<file path="src/rtl/des_spi_pkg.sv">
// Shared constants and FSM encoding for the 64-bit SPI master.
package des_spi_pkg;
  localparam int unsigned WORD_W    = 64;
  localparam int unsigned BIT_CNT_W = 6;
  localparam int unsigned TIMER_W   = 8;

  typedef enum logic [2:0] {
    IDLE  = 3'd0,
    SETUP = 3'd1,
    LOW   = 3'd2,
    HIGH  = 3'd3,
    HOLD  = 3'd4,
    GAP   = 3'd5
  } spi_state_e;
endpackage

</file>
<file path="src/rtl/spi_phase_timer.sv">
// Phase/delay down-counter: loaded on every state change, expires at zero.
module spi_phase_timer
  import des_spi_pkg::*;
(
  input  logic               clk,
  input  logic               rst,
  input  logic               load,
  input  logic [TIMER_W-1:0] load_val,
  output logic               expire_c
);

  logic [TIMER_W-1:0] cnt;

  always_ff @(posedge clk) begin
    if (rst) begin
      cnt <= '0;
    end else if (load) begin
      cnt <= load_val;
    end else if (cnt != '0) begin
      cnt <= cnt - TIMER_W'(1);
    end
  end

  assign expire_c = (cnt == '0);

endmodule

</file>
<file path="src/rtl/spi_master64.sv">
// 64-bit SPI master, mode 0, with programmable CS setup/hold/gap timing.
module spi_master64
  import des_spi_pkg::*;
#(
  parameter int unsigned CLK_DIV  = 4,
  parameter int unsigned CS_SETUP = 2,
  parameter int unsigned CS_HOLD  = 2,
  parameter int unsigned CS_GAP   = 2
) (
  input  logic              clk,
  input  logic              rst,
  input  logic              start,
  input  logic [WORD_W-1:0] tx_text,
  output logic              busy,
  output logic              done,
  output logic [WORD_W-1:0] rx_text,
  output logic              sclk,
  output logic              cs_n,
  output logic              mosi,
  input  logic              miso
);

  spi_state_e           state;
  logic [WORD_W-1:0]    tx_sr;
  logic [WORD_W-1:0]    rx_sr;
  logic [BIT_CNT_W-1:0] bit_cnt;
  logic                 last_bit_c;
  logic                 tmr_load_c;
  logic [TIMER_W-1:0]   tmr_val_c;
  logic                 tmr_expire_c;

  assign last_bit_c = (bit_cnt == '1);

  spi_phase_timer u_timer (
    .clk      (clk),
    .rst      (rst),
    .load     (tmr_load_c),
    .load_val (tmr_val_c),
    .expire_c (tmr_expire_c)
  );

  // Timer reload on each transition; GAP counts the done cycle plus CS_GAP quiet cycles.
  always_comb begin
    tmr_load_c = 1'b0;
    tmr_val_c  = '0;
    case (state)
      IDLE: begin
        tmr_load_c = start;
        tmr_val_c  = TIMER_W'(CS_SETUP - 1);
      end
      SETUP, LOW: begin
        tmr_load_c = tmr_expire_c;
        tmr_val_c  = TIMER_W'(CLK_DIV - 1);
      end
      HIGH: begin
        tmr_load_c = tmr_expire_c;
        tmr_val_c  = last_bit_c ? TIMER_W'(CS_HOLD - 1) : TIMER_W'(CLK_DIV - 1);
      end
      HOLD: begin
        tmr_load_c = tmr_expire_c;
        tmr_val_c  = TIMER_W'(CS_GAP);
      end
      default: begin
        tmr_load_c = 1'b0;
        tmr_val_c  = '0;
      end
    endcase
  end

  // Transfer FSM with registered SPI pins and status.
  always_ff @(posedge clk) begin
    if (rst) begin
      state   <= IDLE;
      sclk    <= 1'b0;
      cs_n    <= 1'b1;
      mosi    <= 1'b0;
      busy    <= 1'b0;
      done    <= 1'b0;
      rx_text <= '0;
      tx_sr   <= '0;
      rx_sr   <= '0;
      bit_cnt <= '0;
    end else begin
      done <= 1'b0;
      case (state)
        IDLE: begin
          if (start) begin
            state   <= SETUP;
            cs_n    <= 1'b0;
            busy    <= 1'b1;
            mosi    <= tx_text[WORD_W-1];
            tx_sr   <= {tx_text[WORD_W-2:0], 1'b0};
            bit_cnt <= '0;
          end
        end
        SETUP: begin
          if (tmr_expire_c) state <= LOW;
        end
        LOW: begin
          if (tmr_expire_c) begin
            state <= HIGH;
            sclk  <= 1'b1;
          end
        end
        HIGH: begin
          if (tmr_expire_c) begin
            sclk  <= 1'b0;
            rx_sr <= {rx_sr[WORD_W-2:0], miso};
            tx_sr <= {tx_sr[WORD_W-2:0], 1'b0};
            if (last_bit_c) begin
              state <= HOLD;
              mosi  <= 1'b0;
            end else begin
              state   <= LOW;
              mosi    <= tx_sr[WORD_W-1];
              bit_cnt <= bit_cnt + BIT_CNT_W'(1);
            end
          end
        end
        HOLD: begin
          if (tmr_expire_c) begin
            state   <= GAP;
            cs_n    <= 1'b1;
            rx_text <= rx_sr;
            done    <= 1'b1;
          end
        end
        GAP: begin
          if (tmr_expire_c) begin
            state <= IDLE;
            busy  <= 1'b0;
          end
        end
        default: state <= IDLE;
      endcase
    end
  end

endmodule

</file>
<file path="config.mk">
export PLATFORM = sky130hd
export DESIGN_NAME = spi_master64
export DESIGN_NICKNAME = d
export VERILOG_FILES = /design/src/rtl/des_spi_pkg.sv /design/src/rtl/spi_phase_timer.sv /design/src/rtl/spi_master64.sv
export SDC_FILE = /design/constraint.sdc
export NUM_CORES = 1
export LEC_CHECK = 0
export BUFFER_PORTS_ARGS = -buffer_cell sky130_fd_sc_hd__buf_2
export CORE_ASPECT_RATIO = 0.9
export CORE_MARGIN = 2
export CORE_UTILIZATION = 50
export CTS_BUF_LIST = sky130_fd_sc_hd__clkbuf_4 sky130_fd_sc_hd__clkbuf_8
export DETAILED_ROUTE_END_ITERATION = 12
export PLACE_DENSITY = 0.72
export SLEW_MARGIN = 5
export SYNTH_ARGS = -nofsm -noshare
export SYNTH_HDL_FRONTEND = slang
export SYNTH_SLANG_ARGS = --single-unit
</file>
<file path="constraint.sdc">
create_clock -name clk -period 2.74 [get_ports clk]
set_clock_uncertainty 0.1 [all_clocks]
set_input_delay 0.411 -clock clk [delete_from_list [all_inputs] [get_ports clk]]
set_output_delay 0.411 -clock clk [all_outputs]
set_load 0.01 [all_outputs]
</file>
==> flow_metrics.py <==
metrics = {
    "cts": {
        "clock_sinks": 213,
        "cts_resized": 0,
        "cts_buffer_depth": 3,
        "post-cts-setup-buffers": 0,
        "root_buffer": "clkbuf_8",
        "insertion_delay_ps": 510,
        "clk_pin_slew_worst_paths_ps": 60,
        "cts_htree_levels": 2,
        "cts_tree": "yes",
        "cts-buffers-inserted": 35,
        "cts-hold-fix-buffers": 0,
    },
    "power_and_ir_drop": {
        "power.density_nw_per_um2": 913,
        "ir_drop_uv": 549,
        "cellLeakagePower_nw": 3.95,
    },
    "global_route": {
        "antenna_found_initial": 0,
        "groute.usage.overall_pct": 19.2,
        "grt_pass1_wl_um": 29300,
        "first_global_vias": 6188,
        "gr-total-overflow": 0,
        "grt_max_degree": 66,
    },
    "detailed_routing": {
        "antenna_left": 0,
        "drcViolationCount": 0,
        "wire_per_inst_um": 13.8,
        "drt_iter0_drc": 362,
        "first_pass_iters": 5,
        "vias_per_cell": 5.36,
        "drt-total-wl_um": 17500,
        "vias": 6780,
    },
    "min_path": {
        "min_delay_worst_endpoint": "rx_sr[0]",
        "min_path_type": "in -> reg",
        "min_from": "miso",
        "whs_path_depth": 3,
    },
    "placed_design": {
        "io_buffers": 136,
        "place_area_um2": 9250,
        "preCtsSetupSlack_ps": 290,
        "hpwlAfterDp_um": 10700,
        "dp_cells": 1207,
        "gp_congestion": 0.806,
    },
    "final_layout": {
        "fin_area_um2": 9970,
        "drive_above_1_share_pct": 27.8,
        "diodes": 0,
        "area.growth.synth_to_final_pct": 18.2,
        "nNetsFinal": 1104,
        "fin_cells": 1266,
        "fin_util_pct": 59.8,
    },
    "sta": {
        "setup_violations": 0,
        "max_freq_mhz": 401,
        "tns_ps": 0,
        "finalHoldViolCount": 0,
        "fin_ws_ps": 245,
        "slew_viol_final": 0,
        "worst_pin_slew_ps": 759,
        "max_slew_margin_pct": 49.4,
        "period_needed_ps": 2490,
        "rsz0062_at_grt": "no",
        "fin_crit_sh_pct": 91.0,
    },
    "floorplan": {
        "placementRows": 45,
        "fp.dieW_um": 141,
        "start_util_pct": 50.6,
        "pin_count": 137,
        "dieArea_um2": 17900,
        "die_y_um": 127,
        "core_um2": 16700,
    },
    "setup_path": {
        "cp_max_fo": 65,
        "crit_type": "reg -> reg",
        "startpoint_type": "flip-flop",
        "cp.buffers_inverters": 2,
        "cp_cell_sequence": "inv_1 -> ha_1 -> or3b_2 -> nor3_1 -> nor2_4 -> buf_12 -> a22o_1",
        "rr_startpoint": "u_timer.cnt[0]",
        "cpPeakStageDelay_ps": 580,
        "cp_slowest_cell": "or3b_2",
        "rr_endpoint": "rx_text[45]",
        "worstSetupEndpointType": "flip-flop",
        "crit_family": "simple AND/OR/NAND/NOR gates",
        "reg2reg_slack_ps": 250,
        "critPathArrivalTime_ps": 2770,
        "worst-endpoint-required_ps": 3020,
        "r2r.worst_path.cells": 7,
    },
    "synthesis": {
        "synth-seq-cells": 213,
        "syn_area_per_cell_um2": 9.21,
        "synthesis.area_um2": 8430,
        "synth_commonest_cells": "nand2_1, dfxtp_1, a21oi_1",
        "async_flop_share_pct": 0,
        "yosys.area.top_type_share_pct": 50.6,
        "post-synth-top-count-cell": "nand2_1",
        "ys_warn_count": 0,
        "synth-edff-count": 0,
        "synth_fp_nets": 987,
        "ys.flop_type": "dfxtp_1",
        "synthTopCellsByArea": "dfxtp_1, nand2_1, a311oi_2",
        "postSynthCellCount": 916,
        "synth_cell_types": 47,
        "synth_top_cell_by_area": "dfxtp_1",
        "ys_seq_area_share_pct": 50.6,
    },
    "flow_run": {
        "drv_cap": 0,
    },
    "run_status": {
        "status": "finished clean",
    },
}
[area by class of cell]
class / count / area (um2)
inverters: 3 / 11.3
multi-input cells: 622 / 3770
clock buffers: 53 / 661
clock inverters: 6 / 57.6
fillers: 1479 / 6690
flip-flops and latches: 213 / 4260
repair buffers: 158 / 940
well taps: 211 / 264
[through the flow]
stage,power (mW),hold slack [ps]
after floorplan,5.84,336
after global placement,6.26,330
after detailed placement,6.32,334
after CTS,9.17,34.3
after global routing,9.63,57.3
final,9.11,61.8
[worst max-delay path by stage]
stage	to	startpoint	cells after the start	slack, ps
2_1_floorplan	tx_sr[23]	u_timer.cnt[0]	8	400
4_1_cts	tx_sr[31]	u_timer.cnt[0]	8	280
3_5_place_dp	tx_sr[29]	u_timer.cnt[0]	8	290
6_report	rx_text[45]	u_timer.cnt[0]	7	250
5_1_grt	rx_text[34]	u_timer.cnt[0]	7	150
3_3_place_gp	tx_sr[30]	u_timer.cnt[0]	8	360
[per-layer routing]
layer	track usage (%)	part of all wire [%]	routed length (um)	vias to the layer above
met3	3.94	5.0	865	23
met5	0	0	0	-
met2	29.1	43	7460	176
li1	-	-	-	3454
met4	6.06	1.7	297	0
met1	27.7	51	8850	3127
[worst register-to-register path: stages (launching register included)]
cell     delay [ps]
dfxtp_1         330
inv_1           100
ha_1            190
or3b_2          580
nor3_1          490
nor2_4           60
buf_12          200
a22o_1          330
[cells in the final DEF, fill, tap and decap left out, types with 5 or more instances in the layout]
cell type,n
nand2_1,262
dfxtp_1,213
buf_2,135
a21oi_1,79
nor2_1,77
a22o_1,64
a311oi_2,63
clkbuf_8,42
buf_4,15
clkbuf_4,11
nand3_1,7
buf_12,7
nor3_1,5
o21ai_0,5
[flip-flops by register name (all words and copies together) (netlist names)]
signal,cells
u_timer.cnt,8
busy,1
state,3
rx_text,64
done,1
mosi,1
sclk,1
cs_n,1
tx_sr,63
bit_cnt,6
rx_sr,64
[where the power goes]
part | internal (mW) | switching, mW
registers | 3.53 | 0.266
clock network | 1.63 | 1.20
logic | 1.02 | 1.46
[cell families (layout without fill, tap and decap cells)]
group	count (synthesis)	count (layout)	synth area share (%)
simple gates	381	381	18.3
buf+inv	81	220	4.96
xor+xnor	3	3	0.312
mux	3	3	0.371
compound gates	232	232	25.0
fa+ha+maj	3	3	0.445
flops	213	213	50.6
Power figures use the tool's default switching activity.
